File: config.mk
export PLATFORM = sky130hd
export DESIGN_NAME = hdlc_line_monitor
export DESIGN_NICKNAME = d
export VERILOG_FILES = /design/src/rtl/hdlc_mon_pkg.sv /design/src/rtl/hdlc_line_monitor_ch.sv /design/src/rtl/hdlc_line_monitor.sv
export SDC_FILE = /design/constraint.sdc
export NUM_CORES = 1
export LEC_CHECK = 0
export CAP_MARGIN = 10
export CORE_UTILIZATION = 41
export DETAILED_ROUTE_END_ITERATION = 7
export PLACE_DENSITY_LB_ADDON = 0.1
export SLEW_MARGIN = 20
export SYNTH_ARGS = -nofsm -noshare
export SYNTH_HDL_FRONTEND = slang
export SYNTH_SLANG_ARGS = --single-unit
File: constraint.sdc
create_clock -name Clk -period 4.6 [get_ports Clk]
set_clock_uncertainty 0.05 [all_clocks]
set_input_delay 0.92 -clock Clk [delete_from_list [all_inputs] [get_ports Clk]]
set_output_delay 0.92 -clock Clk [all_outputs]
set_load 0.1 [all_outputs]
File: src/rtl/hdlc_mon_pkg.sv
// rtl/hdlc_mon_pkg.sv - shared state type and line-code constants for the HDLC line monitor
package hdlc_mon_pkg;

    typedef enum logic {
        IDLE   = 1'b0,
        ACTIVE = 1'b1
    } monState_t;

    localparam logic [7:0] FLAG_PATTERN = 8'h7E;
    localparam logic [2:0] STUFF_ONES   = 3'd5;
    localparam logic [2:0] ABORT_ONES   = 3'd7;

    // Run length of consecutive ones after sampling bitIn; sticks at 7 so a long
    // idle fill never wraps back into the stuffing/abort range.
    function automatic logic [2:0] nextOnes(input logic [2:0] ones, input logic bitIn);
        if (!bitIn) begin
            return 3'd0;
        end else if (ones == 3'd7) begin
            return 3'd7;
        end else begin
            return ones + 3'd1;
        end
    endfunction

endpackage

File: src/rtl/hdlc_line_monitor_ch.sv
// rtl/hdlc_line_monitor_ch.sv - single-line HDLC flag/frame/abort monitor with statistics
module hdlc_line_monitor_ch
    import hdlc_mon_pkg::*;
#(
    parameter int MIN_BYTES = 1,
    parameter int MAX_BYTES = 128,
    parameter int CNT_W     = 8,
    parameter int LEN_W     = $clog2(MAX_BYTES + 1)
) (
    input  logic             Clk,
    input  logic             Rst,
    input  logic             Line,
    input  logic             Enable,
    input  logic             ClrCnt,
    output logic             Flag_Detect,
    output logic             Abort_Detect,
    output logic             Frame_Ok,
    output logic             Frame_Err,
    output logic [LEN_W-1:0] Frame_Bytes,
    output logic [CNT_W-1:0] Frame_Cnt,
    output logic [CNT_W-1:0] Err_Cnt,
    output logic [CNT_W-1:0] Abort_Cnt
);

    // Bit counter stops two bytes past the largest legal frame, enough to tell
    // "too long" apart from any legal length without ever wrapping.
    localparam int BC_MAX = (MAX_BYTES + 2) * 8;
    localparam int BC_W   = $clog2(BC_MAX + 1);
    localparam int BYTE_W = BC_W - 2;

    monState_t       state;
    logic [7:0]      sr;
    logic [7:0]      srNext;
    logic [2:0]      onesCnt;
    logic [2:0]      onesNext;
    logic [BC_W-1:0] bitCnt;
    logic [BC_W-1:0] bitCntInc;
    logic [BC_W:0]   bitsPlus1;
    logic [BC_W:0]   contentBits;
    logic [BYTE_W-1:0] byteCnt;
    logic            flagHit;
    logic            abortHit;
    logic            stuffBit;
    logic            bcSat;
    logic            emptyFrame;
    logic            goodFrame;

    // Decode the incoming bit against the history: flag, abort, stuffed zero and frame length.
    always_comb begin
        srNext      = {sr[6:0], Line};
        onesNext    = nextOnes(onesCnt, Line);
        flagHit     = (srNext == FLAG_PATTERN);
        abortHit    = (onesNext == ABORT_ONES);
        stuffBit    = !Line && (onesCnt == STUFF_ONES);
        bcSat       = (bitCnt == BC_W'(BC_MAX));
        bitCntInc   = bcSat ? bitCnt : bitCnt + BC_W'(1);
        // The closing flag's first seven bits are already in bitCnt; adding the
        // completing bit and removing the eight flag bits leaves the content.
        bitsPlus1   = {1'b0, bitCnt} + (BC_W + 1)'(1);
        contentBits = bitsPlus1 - (BC_W + 1)'(8);
        byteCnt     = contentBits[BC_W:3];
        emptyFrame  = (bitsPlus1 == (BC_W + 1)'(8));
        goodFrame   = !bcSat
                   && (bitsPlus1 > (BC_W + 1)'(8))
                   && (contentBits[2:0] == 3'd0)
                   && (byteCnt >= BYTE_W'(MIN_BYTES))
                   && (byteCnt <= BYTE_W'(MAX_BYTES));
    end

    // Per-line frame FSM with registered one-cycle event pulses and the last good length.
    always_ff @(posedge Clk or posedge Rst) begin
        if (Rst) begin
            state        <= IDLE;
            sr           <= 8'hFF;
            onesCnt      <= 3'd0;
            bitCnt       <= '0;
            Flag_Detect  <= 1'b0;
            Abort_Detect <= 1'b0;
            Frame_Ok     <= 1'b0;
            Frame_Err    <= 1'b0;
            Frame_Bytes  <= '0;
        end else begin
            Flag_Detect  <= 1'b0;
            Abort_Detect <= 1'b0;
            Frame_Ok     <= 1'b0;
            Frame_Err    <= 1'b0;
            if (!Enable) begin
                state   <= IDLE;
                sr      <= 8'hFF;
                onesCnt <= 3'd0;
                bitCnt  <= '0;
            end else begin
                sr          <= srNext;
                onesCnt     <= onesNext;
                Flag_Detect <= flagHit;
                case (state)
                    IDLE: begin
                        // Ones here are idle fill; only a flag opens a frame.
                        if (flagHit) begin
                            state  <= ACTIVE;
                            bitCnt <= '0;
                        end
                    end
                    ACTIVE: begin
                        if (flagHit) begin
                            // Closing flag also opens the next frame.
                            bitCnt <= '0;
                            if (!emptyFrame) begin
                                if (goodFrame) begin
                                    Frame_Ok    <= 1'b1;
                                    Frame_Bytes <= LEN_W'(byteCnt);
                                end else begin
                                    Frame_Err   <= 1'b1;
                                end
                            end
                        end else if (abortHit) begin
                            state        <= IDLE;
                            bitCnt       <= '0;
                            Abort_Detect <= 1'b1;
                        end else if (!stuffBit) begin
                            bitCnt <= bitCntInc;
                        end
                    end
                    default: state <= IDLE;
                endcase
            end
        end
    end

    // Saturating statistics driven by the registered pulses; a clear beats a coincident increment.
    always_ff @(posedge Clk or posedge Rst) begin
        if (Rst) begin
            Frame_Cnt <= '0;
            Err_Cnt   <= '0;
            Abort_Cnt <= '0;
        end else if (ClrCnt) begin
            Frame_Cnt <= '0;
            Err_Cnt   <= '0;
            Abort_Cnt <= '0;
        end else begin
            if (Frame_Ok && !(&Frame_Cnt)) begin
                Frame_Cnt <= Frame_Cnt + CNT_W'(1);
            end
            if (Frame_Err && !(&Err_Cnt)) begin
                Err_Cnt <= Err_Cnt + CNT_W'(1);
            end
            if (Abort_Detect && !(&Abort_Cnt)) begin
                Abort_Cnt <= Abort_Cnt + CNT_W'(1);
            end
        end
    end

endmodule

File: src/rtl/hdlc_line_monitor.sv
// rtl/hdlc_line_monitor.sv - multi-line HDLC monitor: one channel instance per serial line
module hdlc_line_monitor
    import hdlc_mon_pkg::*;
#(
    parameter int N_CH      = 1,
    parameter int MIN_BYTES = 1,
    parameter int MAX_BYTES = 128,
    parameter int CNT_W     = 8
) (
    input  logic                                      Clk,
    input  logic                                      Rst,
    input  logic [N_CH-1:0]                           Line,
    input  logic [N_CH-1:0]                           Enable,
    input  logic                                      ClrCnt,
    output logic [N_CH-1:0]                           Flag_Detect,
    output logic [N_CH-1:0]                           Abort_Detect,
    output logic [N_CH-1:0]                           Frame_Ok,
    output logic [N_CH-1:0]                           Frame_Err,
    output logic [N_CH*$clog2(MAX_BYTES+1)-1:0]       Frame_Bytes,
    output logic [N_CH*CNT_W-1:0]                     Frame_Cnt,
    output logic [N_CH*CNT_W-1:0]                     Err_Cnt,
    output logic [N_CH*CNT_W-1:0]                     Abort_Cnt
);

    localparam int LEN_W = $clog2(MAX_BYTES + 1);

    // Lines share nothing but clock, reset and the counter clear.
    for (genvar g = 0; g < N_CH; g++) begin : gCh
        hdlc_line_monitor_ch #(
            .MIN_BYTES (MIN_BYTES),
            .MAX_BYTES (MAX_BYTES),
            .CNT_W     (CNT_W),
            .LEN_W     (LEN_W)
        ) uCh (
            .Clk          (Clk),
            .Rst          (Rst),
            .Line         (Line[g]),
            .Enable       (Enable[g]),
            .ClrCnt       (ClrCnt),
            .Flag_Detect  (Flag_Detect[g]),
            .Abort_Detect (Abort_Detect[g]),
            .Frame_Ok     (Frame_Ok[g]),
            .Frame_Err    (Frame_Err[g]),
            .Frame_Bytes  (Frame_Bytes[g*LEN_W +: LEN_W]),
            .Frame_Cnt    (Frame_Cnt[g*CNT_W +: CNT_W]),
            .Err_Cnt      (Err_Cnt[g*CNT_W +: CNT_W]),
            .Abort_Cnt    (Abort_Cnt[g*CNT_W +: CNT_W])
        );
    end

endmodule

# Yosys cells after proc, flatten, opt, wreduce, memory -nomap -nowiden
# Cells that the tools add are included.
word_totals:
  register_bits: 58
  output_inout_bits: 36
  elab_cells: 92
classes:
  add_sub_neg: 7
  magnitude_cmp: 3
  eq_ne: 9
  muxes: 37
  bitwise_logic: 2
  n_reduce_logical: 22
op_table:
  columns: ["op", "count"]
  rows:
  - ["$mux W11", 6]
  - ["$mux W8", 6]
  - ["$add A8 B1 Y8 const B", 3]
  - ["$reduce_and A8 Y1", 3]
  - ["$pmux W11 S2", 1]
  - ["$mux W1", 19]
  - ["$add A11 B1 Y12 const B", 1]
  - ["$eq A12 B4 Y1 const B", 1]
  - ["$gt A12 B4 Y1 const B", 1]
  - ["$sub A12 B4 Y12 const B", 1]
  - ["$add A11 B1 Y11 const B", 1]
  - ["$eq A11 B11 Y1 const B", 1]
  - ["$ne A5 B5 Y1 const B", 2]
  - ["$eq A3 B3 Y1 const B", 3]
  - ["$ge A9 B1 Y1 const B", 1]
  - ["$le A9 B8 Y1 const B", 1]
  - ["$mux W3", 3]
  - ["$eq A8 B7 Y1 const B", 1]
  - ["$logic_and A1 B1 Y1", 8]
  - ["$mux W7", 1]
  - ["$reduce_bool A2 Y1", 3]
  - ["$logic_not A1 Y1", 5]
  - ["$reduce_and A5 Y1", 1]
  - ["$add A3 B1 Y3 const B", 1]
  - ["5 further kinds", 6]

# Logic depth before layout (Yosys ltp)
logic_depth:
  ltp_word: 11
  mapped_depth: 11
  ltp_nobuf: 9

# Worst setup path after synthesis
# OpenSTA, ideal clock, no wires.
synth_path:
  path_kind: "reg2reg"
  from: "register gCh[0].uCh.bitCnt[0]"
  to: "register gCh[0].uCh.Frame_Bytes[0]"
  setup_ps: 125
  t_arrival_ps: 2628
  required_ps: 4425
  slack_ps: 1797
  path_stages_with_launch: 11
  path_buffers: 2
  path_cell_list: "dfrtp_1 > ha_1 > buf_2 > xnor2_1 > a31oi_2 > o21bai_2 > o31ai_2 > a31oi_1 > or4b_1 > buf_6 > mux2_4"
synth_between:
  elab_chain_cells: 7
  word_cells_on_any_way: 15
  cone_classes: "2 x add/sub; 3 x order compare; 2 x eq/ne; 1 x bitwise; 7 x reduce/logical"
synth_rtl:
  columns: ["item", "line", "text"]
  rows:
  - ["start: declaration", "hdlc_line_monitor_ch.sv:36", "logic [BC_W-1:0] bitCnt;"]
  - ["start signal: assignment", "hdlc_line_monitor_ch.sv:121", "bitCnt <= bitCntInc;"]
  - ["branches (longest 7 deep; another with $add A11 B1 Y12)", null, null]
  - ["end signal: assignment", "hdlc_line_monitor_ch.sv:111", "Frame_Bytes <= LEN_W'(byteCnt);"]
  - ["end: declaration", "hdlc_line_monitor_ch.sv:19", "output logic [LEN_W-1:0] Frame_Bytes,"]
# Several ways; the timed one is not identified.
# A chain may end at the register's enable or synchronous reset.

# Worst setup path after layout
layout_path:
  from: "register gCh[0].uCh.bitCnt[0]"
  to: "register gCh[0].uCh.Frame_Bytes[3]"
# The elaborated chain is that of the path after synthesis.

==> impl_metrics.py <==
metrics = {
    "synthesis": {
        "synth_top_family_by_area": "simple AND/OR/NAND/NOR gates",
        "synth_async_sr_flop_share_pct": 100,
        "synth_compound_area_share_pct": 11.6,
        "post_synth_xor_area_fraction_pct": 9.01,
        "synthAdderAreaFrac_pct": 3.12,
        "syn-num-nets": 340,
        "synth_area_sq_mm": 0.00321,
        "yosysMostFrequentCell": "dfrtp_1",
        "ys_top_cells_by_area": "dfrtp_1 (40%), dfstp_2 (5.7%), xnor2_1 (5.5%)",
        "synth_area_per_cell_sq_um": 9.81,
        "seq_area_frac_synth_pct": 45.5,
        "synth_warnings": 0,
        "synthCells": 327,
        "muxShareOfSynthArea_pct": 5.19,
        "synth_flop_cell": "dfrtp_1",
        "synth.distinct_cells": 56,
        "synth_top_area_cell": "dfrtp_1",
        "yosys-top-cells-count": "dfrtp_1 (51), nor2_1 (37), nand2_1 (26)",
        "synth_top_cell_area_share_pct": 39.8,
        "ys_seq_elements": 58,
        "synth_edf_count": 0,
        "synth-simple-area-share_pct": 21.1,
    },
    "setup_path": {
        "critical_path.slowest_cell": "or4b_1",
        "critPathLaunchType": "flop",
        "crit_path_cell_trace": "ha_1, nand3_1, nor3_2, xor2_1, o31ai_2, a31oi_1, or4b_1, mux2_4",
        "end_kind": "flop",
        "crit_type": "flop to flop",
        "cp.required_ps": 4780,
        "max_stage_delay_ps": 790,
        "path_max_fanout": 12,
        "critical_path_arrival_ps": 3660,
    },
    "drt": {
        "drc": 0,
        "totalWireLength_um": 6320,
        "vias": 2419,
        "dr.pass1.iters": 4,
        "drtAntennaViolNets": 0,
        "dr.first_iter.drc_count": 91,
        "via_per_inst": 5.21,
        "routedWlPerCell_um": 13.6,
    },
    "timing": {
        "setup_tns_ps": 0,
        "finalSetupViolations": 0,
        "tightest_slew_ps": 971,
        "max_freq_mhz": 288,
        "rsz0062_at_grt": "no",
        "relSlewSlack_pct": 35.0,
        "finalHoldViolations": 0,
        "period_share_pct": 75.6,
        "maxSlewViolCount": 0,
        "whs_ps": 443,
        "min_period_ps": 3480,
    },
    "floorplan": {
        "fp.coreArea_sq_mm": 0.00741,
        "floorplan.initialDensity_pct": 43.3,
        "fp-row-count": 31,
        "die_area_sq_mm": 0.00818,
        "die-width_um": 90.5,
        "pin_count": 41,
        "fp.dieH_um": 90.5,
    },
    "finish": {
        "final_layout_size_suffix_gt1_share_pct": 12.3,
        "design_area_sq_mm": 0.00384,
        "num_antenna_cells": 0,
        "area_delta_synth_final_pct": 19.6,
        "final_nets": 373,
        "fin_util_pct": 51.8,
    },
    "clocking": {
        "cts.repair.resized": 0,
        "cts_setup_buffers": 0,
        "cts.path.max_buffers": 2,
        "clkSinkCount": 58,
        "numCtsBuffers": 9,
        "holdBufCountCts": 0,
        "clkTransAtPathRegs_ps": 70,
        "htree_num_levels": 3,
        "clock_latency_ps": 340,
        "root_buffer": "clkbuf_8",
        "cts_tree": "built",
    },
    "power": {
        "leakage_nw": 1.58,
        "p_per_area_mw_per_mm2": 263,
        "ir_worst_vdd_mv": 0.123,
    },
    "job": {
        "maxCapViolCount": 0,
    },
    "global_routing": {
        "grt_pass1_wl_um": 10900,
        "grt_antenna_before_repair": 0,
        "grt-ovfl-total": 0,
        "grt.total_usage_pct": 16.8,
        "grt_max_degree": 37,
        "grt_pass1_vias": 2310,
    },
    "run_status": {
        "status": "complete, no violations",
    },
    "placement": {
        "hpwl_um": 4440,
        "dpl_cell_area_sq_mm": 0.00364,
        "place_congestion": 0.823,
        "port_buffers": 40,
    },
    "hold_path": {
        "min_path_type": "flop to flop",
    },
}
-- flip-flops by register name, indices dropped and copies added (netlist names), 3 cells and up --
name	count
gCh.uCh.Err_Cnt	8
gCh.uCh.Frame_Cnt	8
gCh.uCh.Frame_Bytes	8
gCh.uCh.Abort_Cnt	8
gCh.uCh.sr	7
gCh.uCh.bitCnt	11
gCh.uCh.onesCnt	3
-- cell families (layout without fill, tap and decap cells) --
kind of cell             Yosys count  count (layout)
XOR/XNOR                          33              33
adder cells (fa/ha/maj)            8               8
AND/OR/NAND/NOR                  129             129
flip-flops                        58              58
buffers and inverters             31              69
AO/OA/AOI/OAI                     55              55
multiplexers                      13              13
-- layer usage --
layer / part of all wire, % / vias to the layer above / track usage [%]
met4: 1.7 / 0 / 5.24
met2: 46 / 51 / 25.9
li1: - / 1204 / -
met3: 4.0 / 12 / 6.31
met1: 48 / 1152 / 21.8
met5: 0 / - / 0
-- area by class of cell --
cell class	instances	area (sq um)
clock inverters	5	53.8
repair buffers	41	408
clock buffers	11	141
multi-input cells	238	1600
inverters	12	45.0
well taps	99	124
fillers	682	3570
flip-flops and latches	58	1460
-- layout by cell type (no fill, tap or decap), types with 4 or more instances in the layout --
cell type and instances:
dfrtp_1 51, clkdlybuf4s50_1 40, nor2_1 37, nand2_1 26, xnor2_1 20, o21ai_0 16, xor2_1 13, nand3_1 12
inv_1 11, a21oi_1 10, clkbuf_8 10, nand2b_1 8, ha_1 8, nand4_1 7, o31ai_1 7, mux2_4 7
dfstp_2 7, or3_1 6, nor3_1 5, mux2i_1 5, and3_1 4, a31oi_1 4
-- where the power goes --
| group | internal (mW) | total [mW] | switching (mW) | leakage [nW] |
|---|---|---|---|---|
| sequential | 0.513 | 0.515 | 0.00138 | 0.780 |
| combinational | 0.00670 | 0.0256 | 0.0189 | 0.699 |
| clock | 0.263 | 0.468 | 0.205 | 0.103 |
-- worst paths after layout --
| kind | slack (ps) | end | start | cells past startpoint |
|---|---|---|---|---|
| min | 440 | gCh[0].uCh.sr[3] | gCh[0].uCh.sr[2] | 1 |
| min reg2reg | 440 | gCh[0].uCh.sr[3] | gCh[0].uCh.sr[2] | 1 |
| max reg2reg | 1120 | gCh[0].uCh.Frame_Bytes[3] | gCh[0].uCh.bitCnt[0] | 8 |
| min in group asynchronous | 990 | gCh[0].uCh.Abort_Cnt[7] | Rst | 2 |
| max | 1120 | gCh[0].uCh.Frame_Bytes[3] | gCh[0].uCh.bitCnt[0] | 8 |
| max in group asynchronous | 2730 | gCh[0].uCh.Err_Cnt[1] | Rst | 3 |
-- metrics by stage --
stage                     total power [mW]  cells  setup slack (ps)
after floorplan                      0.540    327              1800
after global placement               0.551    448              1230
after detailed placement             0.551    448              1150
after CTS                             1.03    464              1140
after global routing                  1.05    464               870
final                                 1.01    464              1120
-- critical path, delay by kind of cell (launching register included) --
family,cells,cell delay [ps]
adder cells (fa/ha/maj),1,510
multiplexers,1,380
flip-flops,1,520
AND/OR/NAND/NOR,3,1330
XOR/XNOR,1,180
AO/OA/AOI/OAI,2,390
(Power assumes the default switching activity.)
